## config.mk

```make
export PLATFORM = sky130hd
export DESIGN_NAME = nibble_serial_add_ctrl
export DESIGN_NICKNAME = d
export VERILOG_FILES = /design/src/rtl/nibble_serial_add_ctrl.sv
export SDC_FILE = /design/constraint.sdc
export NUM_CORES = 1
export LEC_CHECK = 0
export CAP_MARGIN = 10
export CORE_ASPECT_RATIO = 0.7
export CORE_UTILIZATION = 34
export CTS_CLUSTER_SIZE = 40
export DETAILED_ROUTE_END_ITERATION = 8
export SETUP_SLACK_MARGIN = 0.02
export SYNTH_ARGS = -nofsm -noshare
export SYNTH_HDL_FRONTEND = slang
export SYNTH_HIERARCHICAL = 1
export SYNTH_SLANG_ARGS = --single-unit
```

## constraint.sdc

```tcl
create_clock -name clk -period 3.7 [get_ports clk]
set_input_delay 1.11 -clock clk [delete_from_list [all_inputs] [get_ports clk]]
set_output_delay 1.11 -clock clk [all_outputs]
set_load 0.05 [all_outputs]
```

## src/rtl/nibble_serial_add_ctrl.sv

```systemverilog
// ----------------------------------------------------------------------------
// nibble_serial_add_ctrl
//   Two-requester, round-robin arbitrated serial adder. Each accepted
//   operation is added 4 bits per cycle through one shared 4-bit ripple-carry
//   adder. The result is held in DONE until the consumer takes it.
//
// Ports
//   clk, rst            : clock, synchronous active-high reset
//   reqN_valid/a/b/cin  : requester N operation (N = 0, 1)
//   reqN_ready          : requester N accepted on this edge (combinational)
//   rsp_valid/rsp_ready : result handshake
//   rsp_sum, rsp_cout   : registered result (a + b + cin)
//   rsp_id              : requester that owns the result
//   busy                : controller not in IDLE
// ----------------------------------------------------------------------------

module full_adder (
    input  logic a,
    input  logic b,
    input  logic ci,
    output logic s,
    output logic co
);
    assign s  = a ^ b ^ ci;
    assign co = (a & b) | (ci & (a ^ b));
endmodule

// 4-bit ripple-carry adder: four chained full-adder cells.
module nib_add4 (
    input  logic [3:0] a,
    input  logic [3:0] b,
    input  logic       cin,
    output logic [3:0] s,
    output logic       cout
);
    logic [4:0] c;

    assign c[0] = cin;
    for (genvar i = 0; i < 4; i++) begin : g_fa
        full_adder u_fa (.a(a[i]), .b(b[i]), .ci(c[i]), .s(s[i]), .co(c[i+1]));
    end
    assign cout = c[4];
endmodule

module nibble_serial_add_ctrl #(
    parameter int N_NIB = 4
) (
    input  logic               clk,
    input  logic               rst,
    input  logic               req0_valid,
    input  logic [4*N_NIB-1:0] req0_a,
    input  logic [4*N_NIB-1:0] req0_b,
    input  logic               req0_cin,
    output logic               req0_ready,
    input  logic               req1_valid,
    input  logic [4*N_NIB-1:0] req1_a,
    input  logic [4*N_NIB-1:0] req1_b,
    input  logic               req1_cin,
    output logic               req1_ready,
    output logic               rsp_valid,
    input  logic               rsp_ready,
    output logic [4*N_NIB-1:0] rsp_sum,
    output logic               rsp_cout,
    output logic               rsp_id,
    output logic               busy
);
    localparam int IDX_W = (N_NIB > 1) ? $clog2(N_NIB) : 1;

    typedef enum logic [1:0] {IDLE, ADD, DONE} state_t;

    state_t                  state, state_nxt;
    logic [N_NIB-1:0][3:0]   a_q, b_q, sum_q;
    logic [IDX_W-1:0]        idx;
    logic                    carry_q, cout_q, id_q;
    logic                    last_id;   // most recently granted requester
    logic                    gnt_id, accept, last_nib;
    logic [3:0]              nib_s;
    logic                    nib_co;

    // Tie goes to whoever was not granted last; a lone requester always wins.
    assign gnt_id     = (req0_valid && req1_valid) ? ~last_id : req1_valid;
    assign accept     = (state == IDLE) && !rst && (req0_valid || req1_valid);
    assign req0_ready = accept && !gnt_id;
    assign req1_ready = accept &&  gnt_id;
    assign last_nib   = (idx == IDX_W'(N_NIB - 1));

    // The one shared nibble adder; carry_q holds cin for nibble 0.
    nib_add4 u_add (
        .a    (a_q[idx]),
        .b    (b_q[idx]),
        .cin  (carry_q),
        .s    (nib_s),
        .cout (nib_co)
    );

    always_ff @(posedge clk) begin
        if (rst) state <= IDLE;
        else     state <= state_nxt;
    end

    always_comb begin
        state_nxt = state;
        case (state)
            IDLE:    if (accept)    state_nxt = ADD;
            ADD:     if (last_nib)  state_nxt = DONE;
            DONE:    if (rsp_ready) state_nxt = IDLE;
            default:                state_nxt = IDLE;
        endcase
    end

    always_ff @(posedge clk) begin
        if (rst) begin
            a_q     <= '0;
            b_q     <= '0;
            sum_q   <= '0;
            idx     <= '0;
            carry_q <= 1'b0;
            cout_q  <= 1'b0;
            id_q    <= 1'b0;
            last_id <= 1'b1;    // so requester 0 wins the first tie
        end else begin
            case (state)
                IDLE: if (accept) begin
                    a_q     <= gnt_id ? req1_a   : req0_a;
                    b_q     <= gnt_id ? req1_b   : req0_b;
                    carry_q <= gnt_id ? req1_cin : req0_cin;
                    id_q    <= gnt_id;
                    last_id <= gnt_id;
                    idx     <= '0;
                    sum_q   <= '0;
                end
                ADD: begin
                    sum_q[idx] <= nib_s;
                    carry_q    <= nib_co;
                    if (last_nib) begin
                        cout_q <= nib_co;
                        idx    <= '0;
                    end else begin
                        idx    <= idx + IDX_W'(1);
                    end
                end
                default: ;  // DONE: result frozen until consumed
            endcase
        end
    end

    assign rsp_valid = (state == DONE);
    assign busy      = (state != IDLE);
    assign rsp_sum   = sum_q;
    assign rsp_cout  = cout_q;
    assign rsp_id    = id_q;

endmodule
```

After elaboration in Yosys (flattened, before gate mapping)
Index checks and enable logic that the tools add are counted.
{"block": "word_totals", "elab_cells": 86, "in_bits": 71, "ff_bits": 56}
{"block": "classes", "reduce_logical": 16, "n_eq_ne": 6, "n_lt_le_gt_ge": 2, "muxes": 22, "addsub": 1, "bitwise_logic": 21}
{"cell": "16-bit two-way mux", "n": 3}
{"cell": "16-bit one-hot mux with 2 select lines", "n": 1}
{"cell": "4-bit binary-select mux with 2-bit select", "n": 2}
{"cell": "16-bit bitwise mux", "n": 1}
{"cell": "4-bit two-way mux", "n": 3}
{"cell": "2-bit two-way mux", "n": 5}
{"cell": "1-bit bitwise AND", "n": 8}
{"cell": "4-bit demux with 2-bit select", "n": 1}
{"cell": "1-bit XOR", "n": 8}
{"cell": "1-bit logical AND", "n": 6}
{"cell": "2-bit one-hot mux with 3 select lines", "n": 1}
{"cell": "2-bit AND reduction", "n": 3}
{"cell": "2-bit == test (second input constant)", "n": 2}
{"cell": "2-bit != test (second input constant)", "n": 2}
{"cell": "1-bit OR", "n": 4}
{"cell": "2-bit one-hot mux with 2 select lines", "n": 1}
{"cell": "2-bit nonzero test", "n": 2}
{"cell": "2-bit by 3-bit less-than comparator with 1-bit output (second input constant)", "n": 1}
{"cell": "1-bit two-way mux", "n": 3}
{"cell": "3-bit AND reduction", "n": 1}
{"cell": "2-bit by 1-bit adder with 2-bit output (second input constant)", "n": 1}
{"cell": "2-bit by 1-bit == test with 1-bit output (second input constant)", "n": 1}
{"cell": "2-bit by 1-bit >= comparator with 1-bit output (second input constant)", "n": 1}
{"cell": "1-bit logical NOT", "n": 2}
{"cell": "other kinds (5)", "n": 5}

Logic depth before layout (Yosys ltp)
Gate-level depths: netlist (run 1).
{"block": "logic_depth", "word_depth": 12, "mapped_depth": 8, "depth_no_buf": 7}

Modules after synthesis
Netlist (run 1), hierarchy kept.
{"mod": "nibble_serial_add_ctrl", "cells_per_inst": 292, "n_inst": 1, "area_per_inst_um2": 2655.0, "seq_area_each_um2": 1121.1}
{"mod": "full_adder", "cells_per_inst": 1, "n_inst": 4, "area_per_inst_um2": 20.0, "seq_area_each_um2": 0.0}

Least setup slack after synthesis (run 1)
Ideal clock, no wire load.
{"block": "synth_path", "path_kind": "input -> output", "from": "in req1_valid", "to": "out req1_ready", "slack_ps": 194, "arrival_ps": 2396, "cell_stages": 4, "n_path_buf": 2, "path_cell_list": "or3b_1 > buf_2 > buf_6 > nor2_1"}
{"block": "synth_between", "elab_chain_len": 3, "word_cells_on_any_way": 5, "cone_classes": "1 x mux; 4 x reduce/logical"}
{"item": "from (decl)", "line": "55", "source": "input logic req1_valid,"}
{"item": "1-bit logical AND / 1-bit logical OR (equally long branches)", "line": "81, 82"}
{"item": "1-bit two-way mux / 1-bit logical AND (equally long branches)", "line": "81, 82"}
{"item": "1-bit logical AND (*)", "line": "84", "source": "assign req1_ready = accept && gnt_id;"}
{"item": "to (decl)", "line": "59", "source": "output logic req1_ready,"}
Every way passes the cells marked *; elsewhere a longest branch is shown, timed or not.

Worst setup path in the final report (run 1)
Same ends and word-level chain as after synthesis.

==> results of run 1 <==
==> kinds of logic after synthesis <==
logic type | count (synthesis) | share of synthesized area, %
AO/OA/AOI/OAI | 80 | 22.0
flip-flops | 56 | 41.0
adder cells (fa/ha/maj) | 8 | 4.76
buffers and inverters | 68 | 10.4
AND/OR/NAND/NOR | 76 | 15.3
multiplexers | 8 | 6.59
==> state kept, by name, indices dropped and copies added, names as in the netlist <==
name      cells
rsp_id        1
idx           2
state         2
a_q          16
last_id       1
rsp_sum      16
rsp_cout      1
b_q          16
carry_q       1
==> how the worst min path moves through the flow <==
stage	start	end	slack, ps	cells past startpoint
finish	rsp_cout$_SDFFE_PP0P_	rsp_cout$_SDFFE_PP0P_	460	2
global placement	rsp_cout$_SDFFE_PP0P_	rsp_cout$_SDFFE_PP0P_	450	2
CTS	rsp_cout$_SDFFE_PP0P_	rsp_cout$_SDFFE_PP0P_	470	2
global route	rsp_sum[2]$_SDFFE_PP0P_	rsp_sum[2]$_SDFFE_PP0P_	500	2
floorplan	b_q[11]$_SDFFE_PP0P_	b_q[11]$_SDFFE_PP0P_	450	1
detailed placement	rsp_cout$_SDFFE_PP0P_	rsp_cout$_SDFFE_PP0P_	460	2
==> where the power goes <==
part           total, mW  switching, mW  internal (mW)
logic              0.320          0.161          0.158
clock network      0.528          0.210          0.318
registers          0.672         0.0306          0.642
==> synthesized netlist by cell type, types with 2 or more instances <==
cell and n:
clkbuf_1 13, dfxtp_1 56, nor2b_1 2, nand4_1 15, inv_1 43, nand2b_1 2
o21ai_0 15, a221o_1 18, o32ai_1 16, buf_2 8, nor3_1 20, nand2_1 11
a211oi_1 4, fa_1 4, ha_1 4, nand3_1 16, mux4_2 8, a21oi_1 5
o211ai_1 3, buf_6 2, nor2_1 3, a31oi_1 14
==> layer usage <==
layer / share of wire (%) / track usage [%] / vias up
li1: - / - / 1277
met5: 0 / 0 / -
met3: 5.3 / 3.83 / 9
met2: 45 / 28.8 / 83
met4: 1.1 / 3.73 / 0
met1: 49 / 29.2 / 1199
==> per-stage QoR <==
step	power, mW	hold slack [ps]	setup WS (ps)	instance area, sq um
finish	1.52	464	191	3930
global route	1.59	499	134	3930
CTS	1.53	466	202	3930
detailed placement	1.01	457	213	3770
global placement	1.00	452	205	3770
floorplan	0.856	450	194	2740
==> critical path: cells and delay by family <==
kind	cells	cell delay [ps]
buffers and inverters	3	770
and+or+nand+nor	2	510
==> area by class of cell <==
| class | instances | area (sq um) | share of cell area (%) |
|---|---|---|---|
| Tap cell | 98 | 123 | 3.12 |
| Inverter | 43 | 161 | 4.10 |
| Timing Repair Buffer | 104 | 1030 | 26.2 |
| Sequential cell | 56 | 1120 | 28.5 |
| Clock buffer | 5 | 125 | 3.18 |
| Clock inverter | 3 | 42.5 | 1.08 |
| Multi-Input combinational cell | 172 | 1330 | 33.8 |
==> summary.md, run 1 <==
| Metric | Value |
|---|---|
| Area contributors post-synth | `dfxtp_1 (41%), a221o_1 (6.6%), mux4_2 (6.6%)` |
| Clk sinks | `56` |
| DR DRC count | `0` |
| Critical path origin | `req1_valid` |
| DR iter-0 viols | `102` |
| DR WL/cell | `16.1 um` |
| Vias in the first global route | `2,497` |
| Mapped Cells | `296` |
| Top_reg_cell synth | `dfxtp_1` |
| Crit Path Max Fanout | `2` |
| Post-CTS Hold Buffers | `0` |
| Grt total ovfl | `0` |
| Count of different cell masters after synthesis | `36` |
| CORE AREA | `0.00755 sq mm` |
| Max Cap Viol | `0` |
| Syn. warnings | `6` |
| Num CTS Buffers | `5` |
| Outcome | `finished, final reports clean` |
| FF-to-FF End | `rsp_sum[15]$_SDFFE_PP0P_` |
| Max incr delay on CP | `490 ps` |
| TritonCTS clock tree | `yes` |
| Syn_nets | `375` |
| Vias | `2,568` |
| Pin count of the biggest net entering global routing | `25` |
| Number of antenna violations at the first check in global routing | `0` |
| Number of routed nets with antenna violations | `0` |
| Setup TNS | `0 ps` |
| Final core occ | `52.1%` |
| Register area share after synthesis | `41.0%` |
| Most frequent cells in the layout | `clkdlybuf4s50_1 (90), dfxtp_1 (56), inv_1 (43)` |
| Crit start category | `primary input` |
| IO Count | `93` |
| DR pass1 iterations | `4` |
| Final period util | `94.8%` |
| Fmax | `0.285 GHz` |
| EDFF count, synth | `0` |
| Fin nets | `461` |
| Type of the worst setup path | `in -> out` |
| Core Rows | `26` |
| Clock Latency Late Sink | `290 ps` |
| Skew final | `4.25 ps` |
| P_leak | `1.43 nW` |
| Final wirelength | `7750 um` |
| Placed insts | `473` |
| Asr flop ratio synth | `0%` |
| Worst Max-Slew Pin Slew | `859 ps` |
| Cells along the critical path | `clkdlybuf4s50_1, or3b_1, nor2_1, buf_4, buf_12` |
| Synth Cell Area | `0.00274 sq mm` |
| Slew HR | `42.7%` |
| Worst setup EP type | `output port` |
| Synth Register Bits | `56` |
| Fill cells | `709` |
| Area share of the largest cell type after synthesis | `41.0%` |
| Power density over cell area | `386 mW/mm^2` |
| FF-to-FF setup slack | `520 ps` |
| Number of diodes | `0` |
| Die width | `109 um` |
| Hpwl dp | `5700 um` |
| Max Slew Vio Count | `0` |
| GP Congestion | `0.807` |
| Fin crit period | `3510 ps` |
| Area leader, netlist | `dfxtp_1` |
| Number of hold violations in the final report | `0` |
| Data required, critical path | `2590 ps` |
| H-tree levels | `2` |
| PortBufs | `92` |
| Crit path DAT | `2400 ps` |
| Maximum resistive drop on vdd | `0.189 mV` |
| Reg2reg start | `idx[0]$_SDFFE_PP0P_` |
| RSZ-0062 raised after global routing | `no` |
| Area grow syn2layout | `43.8%` |
| Post-cts sizing count | `0` |
| Clk buf depth | `2` |
| Most common cell after layout, fill and taps aside | `clkdlybuf4s50_1` |
| Setup bufs post-CTS | `0` |
| Die height | `77.0 um` |
| Clock transition at path regs | `70 ps` |
| Synth Area per Inst | `9.24 sq um` |
| Non-Filler Instances | `481` |
| Final setup vio count | `0` |
| Effective utilization at floorplan | `36.2%` |
| Die ar. | `0.00841 sq mm` |
| Gr usage total | `19.5%` |
| Fraction of layout cells with a size suffix above 1 | `9.14%` |
| Critical-path top delay cell | `clkdlybuf4s50_1` |
| Hold WC Path Type | `reg -> reg` |
| First-pass GRT wire length | `12,900 um` |
| Routed vias/inst | `5.34` |
| Root Buffer | `clkbuf_16` |
| R2R depth | `7` |
| CP Capture Point | `req1_ready` |
Power figures use the tool's default switching activity.
==> run 2: changes to the inputs <==
- CTS_CLUSTER_SIZE: 40 -> default
- GPL_TIMING_DRIVEN: default -> 0
==> run 2 against run 1 <==
  * Clock power is 8.5% lower
  * Clock skew grew 1.6 ps
  * Wire length is 3.3% higher
  * Count of clock-buffer cells in the layout rose by 2
  * Critical path type unchanged
  * Critical endpoint is now req0_ready
  * Largest cell class unchanged
  * Largest power group unchanged
  * Highest routed layer unchanged
==> summary.md, run 2 (synthesis results as in run 1) <==
| Metric | Value |
|---|---|
| Worst setup EP type | `output port` |
| Final setup vio count | `0 (unchanged)` |
| CORE AREA | `0.00755 sq mm (unchanged)` |
| WP buf/inv | `3 (unchanged)` |
| P_leak | `1.44 nW (+0.65%)` |
| Number of diodes | `0 (unchanged)` |
| Vias in the first global route | `2,572 (+3.0%)` |
| Skew final | `5.85 ps (+1.59 ps)` |
| Core Rows | `26 (unchanged)` |
| Crit start category | `primary input` |
| Gr usage total | `20.2% (+0.65 points)` |
| Worst hold slack | `471 ps (+6.18 ps)` |
| Cells along the critical path | `clkdlybuf4s50_1, nor3b_4, and3_1, buf_4, buf_6` |
| Most frequent cells in the layout | `clkdlybuf4s50_1 (89), dfxtp_1 (56), inv_1 (43)` |
| PortBufs | `92 (unchanged)` |
| FF-to-FF End | `rsp_sum[3]$_SDFFE_PP0P_` |
| Crit Path Max Fanout | `10 (+8)` |
| Effective utilization at floorplan | `36.2% (unchanged)` |
| Fin crit period | `3590 ps (+76.3 ps)` |
| CP top delay family | `buffers and inverters` |
| Fin nets | `474 (+2.8%)` |
| FF-to-FF setup slack | `270 ps (-250 ps)` |
| Final period util | `96.9% (+2.1 points)` |
| Non-Filler Instances | `493 (+2.5%)` |
| Power density over cell area | `375 mW/mm^2 (-3.0%)` |
| Critical path origin | `req0_valid` |
| Outcome | `finished, final reports clean` |
| Routed vias/inst | `5.29 (-0.88%)` |
| H-tree levels | `2 (unchanged)` |
| Fmax | `0.279 GHz (-2.1%)` |
| Most common cell after layout, fill and taps aside | `clkdlybuf4s50_1` |
| Die height | `77.0 um (unchanged)` |
| Clk sinks | `56 (unchanged)` |
| Type of the worst setup path | `in -> out` |
| Clock transition at path regs | `70 ps (about the same)` |
| Area grow syn2layout | `44.2%` |
| Number of antenna violations at the first check in global routing | `0 (unchanged)` |
| Placed inst area | `0.00378 sq mm (+0.33%)` |
| Num CTS Buffers | `5 (unchanged)` |
| DR iter-0 viols | `122 (+20%)` |
| TritonCTS clock tree | `yes` |
| Grt total ovfl | `0 (unchanged)` |
| Reg2reg start | `idx[0]$_SDFFE_PP0P_` |
| Die width | `109 um (unchanged)` |
| Max incr delay on CP | `560 ps (+70 ps)` |
| CP Capture Point | `req0_ready` |
| R2R depth | `8 (+1)` |
| Maximum resistive drop on vdd | `0.200 mV (+6.1%)` |
| GP Congestion | `0.829 (+2.7%)` |
| Slew HR | `55.0% (+12 points)` |
| Max Slew Vio Count | `0 (unchanged)` |
| DR DRC count | `0 (unchanged)` |
| Placed insts | `486 (+2.7%)` |
| Max Cap Viol | `0 (unchanged)` |
| First-pass GRT wire length | `13,100 um (+1.5%)` |
| Vias | `2,609 (+1.6%)` |
| Critical-path top delay cell | `clkdlybuf4s50_1` |
| Area of the multi-input gates | `0.00134 sq mm (+0.47%)` |
| Fill cells | `723 (+2.0%)` |
| Worst Max-Slew Pin Slew | `670 ps (-189 ps)` |
| Die ar. | `0.00841 sq mm (unchanged)` |
| IO Count | `93 (unchanged)` |
| Data required, critical path | `2590 ps (about the same)` |
| Number of routed nets with antenna violations | `0 (unchanged)` |
| Clk buf depth | `2 (unchanged)` |
| Number of hold violations in the final report | `0 (unchanged)` |
| Final wirelength | `8010 um (+3.3%)` |
| Finished Cell Area | `0.00395 sq mm (+0.29%)` |
| Clock Latency Late Sink | `290 ps (about the same)` |
| Pin count of the biggest net entering global routing | `20 (-20%)` |
| DR WL/cell | `16.2 um (+0.80%)` |
| FF/Latch Area | `0.00112 sq mm (unchanged)` |
| Levels on crit path | `5 (unchanged)` |
| Fraction of layout cells with a size suffix above 1 | `8.61% (-0.53 points)` |
| Hpwl dp | `6230 um (+9.4%)` |
| Hold WC Path Type | `reg -> reg` |
| Crit path DAT | `2480 ps (+80 ps)` |
| DR pass1 iterations | `5 (+1)` |
| RSZ-0062 raised after global routing | `no` |
| Root Buffer | `clkbuf_16` |
==> run 2: stage by stage <==
step	total power, mW	setup slack (ps)	setup TNS, ps	util, %
floorplan	0.856	194	0	-
global placement	1.00	-900	-1630	50.1
detailed placement	1.01	-876	-1600	50.1
CTS	1.49	16.5	0	52.2
global route	1.55	27.5	0	52.3
finish	1.48	114	0	52.3
==> run 2: worst min-delay path by stage <==
stage	from	to	slack, ps	depth (start not counted)
floorplan	b_q[11]$_SDFFE_PP0P_	b_q[11]$_SDFFE_PP0P_	450	1
global placement	rsp_cout$_SDFFE_PP0P_	rsp_cout$_SDFFE_PP0P_	450	2
detailed placement	b_q[12]$_SDFFE_PP0P_	b_q[12]$_SDFFE_PP0P_	470	1
CTS	rsp_cout$_SDFFE_PP0P_	rsp_cout$_SDFFE_PP0P_	480	2
global route	rsp_cout$_SDFFE_PP0P_	rsp_cout$_SDFFE_PP0P_	500	2
finish	rsp_cout$_SDFFE_PP0P_	rsp_cout$_SDFFE_PP0P_	470	2
==> run 2: final cells by class <==
class,count,share of cell area [%]
repair buffers,93,23.6
flip-flops and latches,56,28.4
plain buffers,24,3.08
inverters,43,4.09
clock buffers,7,3.87
well taps,98,3.11
multi-input cells,172,33.9
==> run 2: per-layer routing <==
metal / vias up / part of all wire (%) / track usage, %
met5: - / 0 / 0
met4: 0 / 0.36 / 2.80
li1: 1300 / - / -
met1: 1206 / 48 / 29.6
met3: 4 / 6.8 / 4.34
met2: 99 / 45 / 30.7
==> run 2: power by group <==
group,switching [mW],internal [mW]
Clock,0.199,0.284
Combinational,0.171,0.159
Sequential,0.0238,0.642
==> run 2: worst reg2reg max path: stages, from the launching register on <==
cell	delay [ps]
dfxtp_1	370
buf_2	340
mux4_2	570
fa_1	450
fa_1	380
fa_1	380
fa_1	490
nand2_1	160
o32ai_1	180
==> run 2: repair_timing <==
| action | in CTS | in global routing |
|---|---|---|
| gates resized for setup | 15 | 3 |
| setup endpoints to repair | 2 | 1 |
| setup buffers | 1 | 0 |
| hold buffers | 0 | 0 |
| endpoints found under the hold margin | 0 | 0 |
